==> config.mk <==
export PLATFORM = sky130hd
export DESIGN_NAME = branch_unit
export DESIGN_NICKNAME = d
export VERILOG_FILES = /design/src/rtl/branch_unit.sv
export SDC_FILE = /design/constraint.sdc
export NUM_CORES = 1
export LEC_CHECK = 0
export BUFFER_PORTS_ARGS = -buffer_cell sky130_fd_sc_hd__buf_2
export CORE_UTILIZATION = 54
export CTS_BUF_LIST = sky130_fd_sc_hd__clkbuf_2 sky130_fd_sc_hd__clkbuf_4 sky130_fd_sc_hd__clkbuf_8
export DETAILED_ROUTE_END_ITERATION = 8
export PLACE_DENSITY = 0.86
export SLEW_MARGIN = 20
export SYNTH_ARGS = -nofsm -noshare
export SYNTH_HDL_FRONTEND = slang
export SYNTH_SLANG_ARGS = --single-unit
==> constraint.sdc <==
create_clock -name clk -period 3.2 [get_ports clk]
set_input_delay 0.16 -clock clk [delete_from_list [all_inputs] [get_ports clk]]
set_output_delay 0.16 -clock clk [all_outputs]
set_load 0.02 [all_outputs]
==> src/rtl/branch_unit.sv <==
// rtl/branch_unit.sv - program counter update with condition evaluation and optional return-address stack
//
// Purpose:
//   Evaluates a 4-bit condition code against the cy/ov/zf/sf flags in the
//   same cycle as the decoded op. On the next ce-qualified clock edge it
//   updates the program counter for NEXT / JMP / CALL / RET.
//
// Configuration:
//   BRANCH_RSTACK_EN  defined   -> LIFO return-address stack of STACK_DEPTH entries.
//                     undefined -> no stack. CALL acts as JMP. A taken RET
//                                  falls through to pc+1 and flags stk_err.
//
// Ports:
//   clk      rising-edge clock
//   rst_n    synchronous active-low reset; takes priority over ce
//   ce       advance enable; all state holds while low
//   op       00 NEXT, 01 JMP, 10 CALL, 11 RET
//   cond     condition code (AL EQ NE CS CC MI PL VS VC GE LT GT LE HI LS NV)
//   target   jump/call destination
//   cy, ov   carry / overflow flags
//   zf, sf   zero / sign flags
//   pc       current program counter
//   flush    one ce-cycle pulse after pc was loaded from target or stack top
//   stk_err  one ce-cycle pulse after a rejected push or pop

module branch_unit #(
    parameter int PC_W        = 8,
    parameter int STACK_DEPTH = 4
) (
    input  logic            clk,
    input  logic            rst_n,
    input  logic            ce,
    input  logic [1:0]      op,
    input  logic [3:0]      cond,
    input  logic [PC_W-1:0] target,
    input  logic            cy,
    input  logic            ov,
    input  logic            zf,
    input  logic            sf,
    output logic [PC_W-1:0] pc,
    output logic            flush,
    output logic            stk_err
);

    localparam logic [1:0] OP_NEXT = 2'b00;
    localparam logic [1:0] OP_JMP  = 2'b01;
    localparam logic [1:0] OP_CALL = 2'b10;
    localparam logic [1:0] OP_RET  = 2'b11;

    logic            taken;
    logic [PC_W-1:0] seq;
    logic [PC_W-1:0] pc_nxt;
    logic            flush_nxt;
    logic            err_nxt;

    // Sequential address wraps naturally at 2^PC_W.
    assign seq = pc + PC_W'(1);

    // Condition evaluation from the flags presented alongside op.
    always_comb begin
        taken = 1'b0;
        case (cond)
            4'h0: taken = 1'b1;
            4'h1: taken = zf;
            4'h2: taken = ~zf;
            4'h3: taken = cy;
            4'h4: taken = ~cy;
            4'h5: taken = sf;
            4'h6: taken = ~sf;
            4'h7: taken = ov;
            4'h8: taken = ~ov;
            4'h9: taken = (sf == ov);
            4'hA: taken = (sf != ov);
            4'hB: taken = ~zf & (sf == ov);
            4'hC: taken = zf | (sf != ov);
            4'hD: taken = cy & ~zf;
            4'hE: taken = ~cy | zf;
            4'hF: taken = 1'b0;
            default: taken = 1'b0;
        endcase
    end

`ifdef BRANCH_RSTACK_EN

    // sp counts 0..STACK_DEPTH, so it needs one more code than the index.
    localparam int SP_W  = $clog2(STACK_DEPTH + 1);
    localparam int IDX_W = (STACK_DEPTH > 1) ? $clog2(STACK_DEPTH) : 1;

    logic [SP_W-1:0]  sp;
    logic [PC_W-1:0]  stack [STACK_DEPTH];
    logic             full;
    logic             empty;
    logic [IDX_W-1:0] push_idx;
    logic [IDX_W-1:0] top_idx;
    logic             push;
    logic             pop;

    assign full     = (sp == SP_W'(STACK_DEPTH));
    assign empty    = (sp == '0);
    // Truncation is harmless: push_idx is only used when not full,
    // top_idx only when not empty.
    assign push_idx = IDX_W'(sp);
    assign top_idx  = IDX_W'(sp - SP_W'(1));

    always_comb begin
        pc_nxt    = seq;
        flush_nxt = 1'b0;
        err_nxt   = 1'b0;
        push      = 1'b0;
        pop       = 1'b0;
        case (op)
            OP_NEXT: pc_nxt = seq;
            OP_JMP: begin
                if (taken) begin
                    pc_nxt    = target;
                    flush_nxt = 1'b1;
                end
            end
            OP_CALL: begin
                if (taken) begin
                    if (!full) begin
                        push      = 1'b1;
                        pc_nxt    = target;
                        flush_nxt = 1'b1;
                    end else begin
                        err_nxt   = 1'b1;
                    end
                end
            end
            OP_RET: begin
                if (taken) begin
                    if (!empty) begin
                        pop       = 1'b1;
                        pc_nxt    = stack[top_idx];
                        flush_nxt = 1'b1;
                    end else begin
                        err_nxt   = 1'b1;
                    end
                end
            end
            default: pc_nxt = seq;
        endcase
    end

    always_ff @(posedge clk) begin
        if (!rst_n) begin
            sp <= '0;
        end else if (ce) begin
            if (push) begin
                sp <= sp + SP_W'(1);
            end else if (pop) begin
                sp <= sp - SP_W'(1);
            end
        end
    end

    // Stack contents are not reset; only sp defines what is valid.
    always_ff @(posedge clk) begin
        if (rst_n && ce && push) begin
            stack[push_idx] <= seq;
        end
    end

`else

    always_comb begin
        pc_nxt    = seq;
        flush_nxt = 1'b0;
        err_nxt   = 1'b0;
        case (op)
            OP_NEXT: pc_nxt = seq;
            OP_JMP, OP_CALL: begin
                if (taken) begin
                    pc_nxt    = target;
                    flush_nxt = 1'b1;
                end
            end
            OP_RET: begin
                // Nothing to return to: fall through and report.
                if (taken) begin
                    err_nxt = 1'b1;
                end
            end
            default: pc_nxt = seq;
        endcase
    end

`endif

    always_ff @(posedge clk) begin
        if (!rst_n) begin
            pc      <= '0;
            flush   <= 1'b0;
            stk_err <= 1'b0;
        end else if (ce) begin
            pc      <= pc_nxt;
            flush   <= flush_nxt;
            stk_err <= err_nxt;
        end
    end

endmodule

==> results.sh <==
export IMPL_die_w_um=41.3
export IMPL_nets=148
export IMPL_final_setup_viol_count=0
export IMPL_synth_avg_cell_area_sq_um=8.78
export IMPL_cts_sinks=10
export IMPL_p_leak_nw=0.479
export IMPL_path_class="in -> reg"
export IMPL_rows=13
export IMPL_io_pins=31
export IMPL_cts_htree_levels=1
export IMPL_dieHeight_um=41.3
export IMPL_cap_violations=0
export IMPL_clockRootBuffer="clkbuf_4"
export IMPL_setup_tns_final_ns=0
export IMPL_gp_congestion=0.888
export IMPL_rsz0062_at_grt="false"
export IMPL_final_fill_count=117
export IMPL_layout_setup_ws_ns=1.13
export IMPL_coreArea_sq_mm=0.00137
export IMPL_cts_made_buffers=3
export IMPL_hold_path_class="in -> reg"
export IMPL_placed_cell_area_sq_um=973
export IMPL_finClkSkew_ns=0.00502
export IMPL_async_flop_share_pct=0
export IMPL_drc=0
export IMPL_start_util_pct=61.1
export IMPL_required_ns=3.42
export IMPL_cp_arrival_ns=2.30
export IMPL_vdd_drop_max_v=0.000226
export IMPL_cts_hold_buf=0
export IMPL_min_period_ns=2.07
export IMPL_yosysUniqueCellTypes=42
export IMPL_syn_inst=95
export IMPL_vias_per_cell=6.30
export IMPL_grt_start_max_net_pins=19
export IMPL_drive_gt1_share_pct=38.7
export IMPL_max_freq_ghz=0.482
export IMPL_place_ws_ns=0.864
export IMPL_overflow=0
export IMPL_clkLatencyLatePin_ns=0.28
export IMPL_grt_pass1_vias=728
export IMPL_cp_start_kind="primary input"
export IMPL_clock_path_buffers=2
export IMPL_firstDrtPassIters=4
export IMPL_fin_util_pct=73.9
export IMPL_worst_pin_slew_ns=0.934
export IMPL_track_usage_pct=28.3
export IMPL_num_vias=876
export IMPL_area_growth_syn_to_layout_pct=21.0
export IMPL_finalInstanceArea_sq_mm=0.00101
export IMPL_power_density_mw_per_mm2=371
export IMPL_antenna_found_initial=0
export IMPL_hold_violations=0
export IMPL_drt_total_wl_mm=2.11
export IMPL_place_port_buffers=30
export IMPL_post_cts_resized=0
export IMPL_max_slew_margin_pct=37.5
export IMPL_grt_pass1_wl_mm=3.07
export IMPL_wl_per_cell_um=15.2
export IMPL_ys_ff_latch=10
export IMPL_postRouteAntennaNets=0
export IMPL_synth_ff_type="dfxtp_1"
export IMPL_seq_area_frac_synth_pct=24.0
export IMPL_drt_iter0_markers=31
export IMPL_min_period_over_period_pct=64.8
export IMPL_antenna_cells=0
export IMPL_ys_warn_count=0
export IMPL_slew_violations=0
export IMPL_cp_max_fo=18
export IMPL_synth_nets=118
export IMPL_synth_edf_count=0
export IMPL_cts_tree="done"
export IMPL_syn_area_sq_um=835
export IMPL_outcome="finished, final reports clean"
export IMPL_post_cts_setup_buffers=0
export IMPL_critPathCaptureType="flip-flop"
export IMPL_design_die_area_sq_mm=0.00171
export IMPL_hpwl_mm=1.47
export IMPL_path_clk_slew_ns=0.08
## synth_stat cells, types with 2 or more instances
library cell	count	area share [%]
nand3b_1	2	1.8
a21oi_1	2	1.2
a2bb2oi_1	2	2.1
clkbuf_1	2	0.90
o21a_1	3	2.7
ha_1	2	3.0
inv_1	2	0.90
o2bb2ai_1	4	4.2
and4b_1	2	2.4
and3b_2	3	3.6
xor2_1	2	2.1
or3_1	2	1.5
mux2i_1	2	2.4
and3_1	3	2.2
dfxtp_1	10	24
o31a_1	3	3.1
o21ai_0	3	1.8
a21boi_0	2	1.8
nor2_1	2	0.90
a21boi_2	2	2.7
nand2_1	11	4.9
and4b_2	2	2.7
nor2b_1	4	3.0
nand3_1	5	3.0
## placed cells by master, fill, tap and decap left out, types with 3 or more instances in the layout
| cell type | netlist | layout |
|---|---|---|
| dfxtp_1 | 10 | 10 |
| and3b_2 | 3 | 3 |
| nor2b_1 | 4 | 4 |
| o2bb2ai_1 | 4 | 4 |
| o21a_1 | 3 | 3 |
| buf_2 | 0 | 30 |
| and3_1 | 3 | 3 |
| o31a_1 | 3 | 3 |
| nand2_1 | 11 | 11 |
| o21ai_0 | 3 | 3 |
| nand3_1 | 5 | 5 |
| clkbuf_4 | 0 | 3 |
## cell families after synthesis
family	count (synthesis)	synth area share [%]
flip-flops	10	24.0
AND/OR/NAND/NOR	41	30.1
adder cells (fa/ha/maj)	2	3.00
AO/OA/AOI/OAI	29	32.1
XOR/XNOR	2	2.10
multiplexers	3	3.75
buffers and inverters	8	4.95
## where the power goes
group	total (mW)	switching (mW)	internal, mW
sequential	0.143	0.00974	0.134
combinational	0.108	0.0600	0.0480
clock	0.123	0.0533	0.0693
total	0.374	0.123	0.251
## critical path: stages
cell	delay, ns
buf_2	0.12
xor2_1	0.19
o311ai_2	0.28
o211ai_2	0.16
o41ai_4	0.89
and4b_2	0.37
o31a_1	0.13
## path summary, 6_finish.rpt
kind	start	endpoint	slack, ns	depth (start not counted)
max	sf	pc[4]	1.13	7
min	target[0]	pc[0]	0.17	3
max reg2reg	pc[0]	pc[6]	1.63	6
min reg2reg	stk_err	stk_err	0.51	2
## cell type report
class / count / area, sq um / share of cell area, %
well taps: 15 / 18.8 / 1.86
clock buffers: 4 / 36.3 / 3.59
flip-flops and latches: 10 / 200 / 19.8
multi-input cells: 77 / 593 / 58.7
inverters: 3 / 11.3 / 1.12
repair buffers: 30 / 150 / 14.9
## metal layers
metal / vias up / global-route usage [%] / part of all wire [%]
li1: 419 / - / -
met1: 411 / 33.9 / 44
met2: 39 / 45.7 / 48
met3: 7 / 6.38 / 6.1
met4: 0 / 16.9 / 1.7
met5: - / 0 / 0
## sequential cells by signal, summed over array words and instances, names as in the netlist
name     cells
flush        1
pc           8
stk_err      1
## per-stage QoR
step / power, mW / std cells / hold slack, ns
floorplan: 0.220 / 95 / 0.357
global placement: 0.248 / 135 / 0.456
detailed placement: 0.252 / 135 / 0.452
CTS: 0.374 / 139 / 0.171
global route: 0.391 / 139 / 0.180
finish: 0.374 / 139 / 0.172
No activity file was read; power rests on OpenSTA's default activity.
